$ cat src/rtl/instruction_cache.sv
// Direct-mapped, read-only instruction cache: 8 lines of 16 B, 10-bit byte address.
// Misses fetch the whole block from instruction memory, install it, then complete the fetch.
module instruction_cache (
  input  logic         clock,
  input  logic         reset,
  input  logic         read,
  input  logic [9:0]   address,
  output logic [31:0]  readinst,
  output logic         busywait,
  output logic         mem_read,
  output logic [5:0]   mem_address,
  input  logic [127:0] mem_readdata,
  input  logic         mem_busywait
);

  typedef enum logic [1:0] {
    IDLE     = 2'd0,
    MEM_READ = 2'd1,
    UPDATE   = 2'd2
  } state_t;

  state_t state, next_state;

  logic [7:0]   valid;
  logic [2:0]   tags [8];
  logic [127:0] data [8];

  logic [2:0] tag;
  logic [2:0] index;
  logic [1:0] offset;
  logic       hit;
  logic       unused_bits;

  always_comb begin
    tag         = address[9:7];
    index       = address[6:4];
    offset      = address[3:2];
    unused_bits = ^address[1:0];
    hit         = valid[index] && (tags[index] == tag);
    readinst    = data[index][{offset, 5'd0} +: 32];
  end

  always_comb begin
    next_state  = state;
    busywait    = 1'b0;
    mem_read    = 1'b0;
    mem_address = address[9:4];
    case (state)
      IDLE: begin
        // Qualified by reset so the stall drops immediately while reset is held.
        busywait = reset && read && !hit;
        if (read && !hit) next_state = MEM_READ;
      end
      MEM_READ: begin
        busywait = 1'b1;
        mem_read = 1'b1;
        if (!mem_busywait) next_state = UPDATE;
      end
      UPDATE: begin
        busywait   = 1'b1;
        next_state = IDLE;
      end
      default: next_state = IDLE;
    endcase
  end

  always_ff @(posedge clock or negedge reset) begin
    if (!reset) begin
      state <= IDLE;
      valid <= '0;
    end else begin
      state <= next_state;
      if (state == UPDATE) valid[index] <= 1'b1;
    end
  end

  // Tag and data storage carry no reset; they are meaningless until valid is set.
  always_ff @(posedge clock) begin
    if (state == UPDATE) begin
      data[index] <= mem_readdata;
      tags[index] <= tag;
    end
  end

endmodule

$ cat config.mk
export PLATFORM = sky130hd
export DESIGN_NAME = instruction_cache
export DESIGN_NICKNAME = d
export VERILOG_FILES = /design/src/rtl/instruction_cache.sv
export SDC_FILE = /design/constraint.sdc
export NUM_CORES = 1
export LEC_CHECK = 0
export ABC_AREA = 1
export ABC_CLOCK_PERIOD_IN_PS = 7100
export BUFFER_PORTS_ARGS = -buffer_cell sky130_fd_sc_hd__buf_2
export CORE_AREA = 10 10 283 285
export CTS_BUF_LIST = sky130_fd_sc_hd__clkbuf_2
export CTS_CLUSTER_SIZE = 40
export DETAILED_ROUTE_END_ITERATION = 16
export DIE_AREA = 0 0 293 295
export PLACE_DENSITY_LB_ADDON = 0.12
export REMOVE_ABC_BUFFERS = 1
export SLEW_MARGIN = 20
export SYNTH_ARGS = -nofsm -noshare
export SYNTH_HDL_FRONTEND = slang
export SYNTH_SLANG_ARGS = --single-unit
$ cat constraint.sdc
create_clock -name clock -period 7.1 [get_ports clock]
set_clock_uncertainty 0.15 [all_clocks]
set_input_delay 1.065 -clock clock [delete_from_list [all_inputs] [get_ports clock]]
set_output_delay 1.065 -clock clock [all_outputs]
set_load 0.005 [all_outputs]
Yosys cells after proc, flatten, opt, wreduce, memory -nomap -nowiden
Memory sizes are Yosys's and may differ from the RTL's.
Index checks and enable logic that the tools add are counted.
{ "totals": {"reg_bits": 10, "ram_bits": 1048, "inputBits": 142, "output_inout_bits": 40, "n_memories": 2} }
{ "mem_list": {"columns": ["memory", "depth", "word_bits", "read_ports", "rd_ports_with_merged_regs", "write_ports", "line_no", "source"], "rows": [
  ["data", 8, 128, 1, 0, 1, "26", "logic [127:0] data [8];"],
  ["tags", 8, 3, 1, 0, 1, "25", "logic [2:0] tags [8];"]
]} }
{ "op_classes": {"magnitude_cmp": 2, "eq_ne": 5, "shifts": 1, "muxes": 11, "n_bitwise": 1, "reduce_logical": 9} }
{ "ops": {"columns": ["cell", "n"], "rows": [
  ["128-bit by 8-bit indexed part select with 32-bit output", 1],
  ["8-bit OR", 1],
  ["1-bit logical AND", 5],
  ["1-bit 2-to-1 mux", 5],
  ["3-bit by 4-bit < comparator with 1-bit output, second input constant", 1],
  ["2-bit 2-to-1 mux", 2],
  ["2-bit != test, second input constant", 2],
  ["2-bit case mux with 2 select lines", 1],
  ["1-bit binary-select mux with 3-bit select", 1],
  ["1-bit demux with 3-bit select", 1],
  ["3-bit equality test", 1],
  ["3-bit by 1-bit >= comparator with 1-bit output, second input constant", 1],
  ["2-bit by 1-bit equality test with 1-bit output, second input constant", 1],
  ["2-bit equality test, second input constant", 1],
  ["2-bit logical NOT", 1],
  ["1-bit case mux with 2 select lines", 1],
  ["2-bit AND reduction", 1],
  ["2-bit OR reduction", 1],
  ["1-bit logical NOT", 1]
]} }

Depth between registers and ports, before layout
{ "depth": {"word_depth": 7, "depth_mapped": 16, "mapped_depth_nobuf": 14} }

Least setup slack after synthesis
Ideal clock, no wire load.
{ "synth_path": {"kind": "input -> register", "from": "in address[4]", "to": "reg valid[0]", "setup_time_ps": 100, "arrival_ps": 7941, "required_ps": 6850, "path_slack_ps": -1091, "stages": 7, "path_cell_list": "buf_4 > inv_4 > buf_2 > clkbuf_1 > nand2_1 > nor2_1 > or2_2"} }
{ "synth_via": {"elab_chain_cells": 5, "elab_cells_between_ends": 6, "classes_between": "2 x order compare; 2 x mux; 1 x bitwise; 1 x reduce/logical"} }
{ "synth_rtl": {"columns": ["element", "line_no", "source"], "rows": [
  ["start, declared", "7", "input logic [9:0] address,"],
  ["3-bit by 4-bit < comparator with 1-bit output (not written as such) / 3-bit by 1-bit >= comparator with 1-bit output (equally long branches)", "73", "if (state == UPDATE) valid[index] <= 1'b1;"],
  ["1-bit logical AND (not written as such)", "73", null],
  ["1-bit 2-to-1 mux (not written as such)", "73", null],
  ["1-bit demux with 3-bit select *", "73", null],
  ["8-bit OR (no source line) *", null, null],
  ["end signal, assigned", "70", "valid <= '0;"],
  ["end signal, assigned by index", "73", null],
  ["end, declared", "24", "logic [7:0] valid;"]
]} }
Mark *: on every way between the ends. The rest lies on a longest branch, timed or not.
A chain may end at the register's enable or synchronous reset.

Worst setup path after layout
{ "layout_path": {"from": "in address[4]", "to": "out readinst[19]"} }
{ "layout_via": {"elab_chain_cells": 2} }
{ "layout_rtl": {"columns": ["element", "line_no", "source"], "rows": [
  ["memory 8 x 128 bit", null, null],
  ["128-bit by 8-bit indexed part select with 32-bit output", "40", "readinst = data[index][{offset, 5'd0} +: 32];"],
  ["end, declared", "8", "output logic [31:0] readinst,"]
]} }
No other way between the ends.

==> reports/results.ini <==
[cts]
cts.clk_slew.worst_paths_ps = 90
cts_resized = 0
cts-root-buf = clkbuf_2
htreeDepth = 5
clk_latency_ps = 1340
cts_num_sinks = 1058
cts_hold_buf = 137
numCtsBuffers = 279
cts_tree = yes
cts_setup_buffers = 0
cts_buffer_depth = 4

[synth]
ys_top_cells_by_area = edfxtp_1 (78%), nor2_1 (4.5%), o21ai_0 (4.5%)
synth_mux_area_frac = 0
syn_inst = 2925
yosysSeqAreaShare = 0.781
synth_most_common_cell = edfxtp_1
synth.distinct_cells = 34
synth-edff-count = 1048
synth_top_family_by_area = simple AND/OR/NAND/NOR gates
synth_fa_ha_area_frac = 0.00123
syn_area_mm2 = 0.0406
synth.avg_cell_area_um2 = 13.9
ys_warn_count = 0
synth-seq-cells = 1058
synth-simple-area-share = 0.0963
yosys.area.top_type = edfxtp_1
synth_top_area_frac = 0.775
ys_async_sr_fraction = 0.00945
synth_xor_area_frac = 0
synth_top_cells_by_count = edfxtp_1 (1,048), nor2_1 (491), o21ai_0 (368)
ys.flop_type = edfxtp_1
synth_compound_area_frac = 0.0944

[final_layout]
drive_above_1_share = 0.183
area_delta_synth_final_pct = 13.5
utilization = 0.621
fin_cells = 4535
design.final.nets = 3542

[setup_path]
end_kind = output port
critPathMaxFanout = 88
crit_required_ps = 5880
critPathKind = input pin to output port
critPathLaunchType = input pin
cp.arrival_ps = 3820

[die]
start_util = 0.547
die_area_mm2 = 0.0864
rows = 100
io_pins = 182
core_mm2 = 0.0742
die_height_um = 295
die_w_um = 293

[global_route]
grt_usage = 0.236
grt_first_pass_wirelength_um = 155000
overflow = 0
antenna_found_initial = 14
grt_max_degree = 196
grt_pass1_vias = 26600

[timing]
setup_violations = 0
min_period_ps = 5040
max_slew_margin = 0.311
rsz0062_at_grt = no
worst_slew_pin_slew_ps = 1030
hold_violations = 0
finalCritPeriodShare = 0.709
fmax_ghz = 0.199
slew_violations = 0

[drt]
firstDrtPassIters = 6
num_vias = 26000
wirelength_um = 103000
drc = 0
avgRoutedWirePerCell_um = 22.6
drt_iter0_drc = 2462
ant_nets = 0
via_per_inst = 5.73

[power]
pwr-share-comb = 0.082
clkPwrFrac = 0.319
peakVddDrop_mv = 0.163
swShare = 0.254
total_power_mw = 12.0
p_leak_nw = 15.7
cell_internal_pwr_mw = 8.93
switchingPower_mw = 3.04
seq_power_share = 0.599
pwr_density_cell_mw_per_mm2 = 260

[job]
max_cap_viol_count = 0

[placed_design]
placed_cells = 3946
port_buffers = 179
globalplace.congestion = 0.751
dp.final_hpwl_um = 50800

[run_status]
outcome = finished clean

[worst_hold_path]
hp-class = input pin to flop

-- registers in the layout, indices dropped and copies added (netlist names) --
| signal | count |
|---|---|
| data | 1024 |
| tags | 24 |
| state | 2 |
| valid | 8 |
-- metal layers --
metal / wire length [µm] / vias to the layer above / track usage
met2: 50600 / 993 / 0.393
met3: 7440 / 191 / 0.0577
li1: - / 11900 / -
met1: 42100 / 12900 / 0.301
met4: 2330 / 10 / 0.0845
met5: 56 / - / 0
-- area by class of cell --
| type | instances | area (µm²) |
|---|---|---|
| antenna | 9 | 22.5 |
| clock buffer | 372 | 1860 |
| clock inverter | 70 | 347 |
| fill | 5702 | 28100 |
| inverter | 50 | 205 |
| multi-input combinational | 1635 | 7860 |
| sequential | 1058 | 31700 |
| tap | 969 | 1210 |
| timing repair buffer | 372 | 2850 |
-- cells in the final DEF, fill, tap and decap left out, types with 42 or more instances in the layout --
cell	instances
a21oi_1	69
buf_2	177
buf_4	46
clkbuf_2	372
clkinv_1	54
dlygate4sd3_1	137
edfxtp_1	1048
inv_1	42
nand2_1	289
nand3_1	107
nor2_1	483
o2111ai_1	44
o21ai_0	368
o22ai_1	68
-- path summary, 6_finish.rpt --
path / start / endpoint / slack [ps] / cells after the start
max reg2reg: state[0] / data[6][29] / 3910 / 6
min: address[5] / valid[6] / 270 / 4
min in group asynchronous: reset / state[1] / 640 / 3
max: address[4] / readinst[19] / 2060 / 11
min reg2reg: valid[6] / valid[6] / 320 / 2
max in group asynchronous: reset / valid[3] / 5770 / 3
-- stage by stage --
| stage | setup slack (ps) | hold slack [ps] | cell area, µm² | TNS (ps) |
|---|---|---|---|---|
| after floorplan | -2370 | 277 | 39700 | -1597800 |
| after global routing | 1890 | 170 | 46100 | 0 |
| after global placement | 2170 | 289 | 42400 | 0 |
| after CTS | 2130 | 95.2 | 46000 | 0 |
| after detailed placement | 2140 | 300 | 42400 | 0 |
| final | 2060 | 273 | 46100 | 0 |
-- power groups by stage --
stage | combinational, mW | sequential (mW) | clock (mW)
after floorplan | 0.432 | 7.35 | 0
after global placement | 0.879 | 7.30 | 0
after detailed placement | 0.902 | 7.31 | 0
after CTS | 0.984 | 7.17 | 3.92
after global routing | 1.08 | 7.19 | 4.26
final | 0.979 | 7.17 | 3.82
-- kinds of logic (layout without fill, tap and decap cells) --
| group | after synthesis | in the layout |
|---|---|---|
| buf+inv | 232 | 864 |
| fa+ha+maj | 4 | 4 |
| simple gates | 961 | 961 |
| other cells | 0 | 9 |
| flops | 1058 | 1058 |
| compound gates | 670 | 670 |
-- worst max-delay path, stage by stage --
cell	delay (ps)
buf_8	330
clkinv_8	450
nor2_4	270
buf_4	710
nand2_1	90
o21ai_0	120
a211oi_1	90
a21oi_1	170
o21ai_0	120
nand2_1	120
buf_2	120
Power figures use the tool's default switching activity.
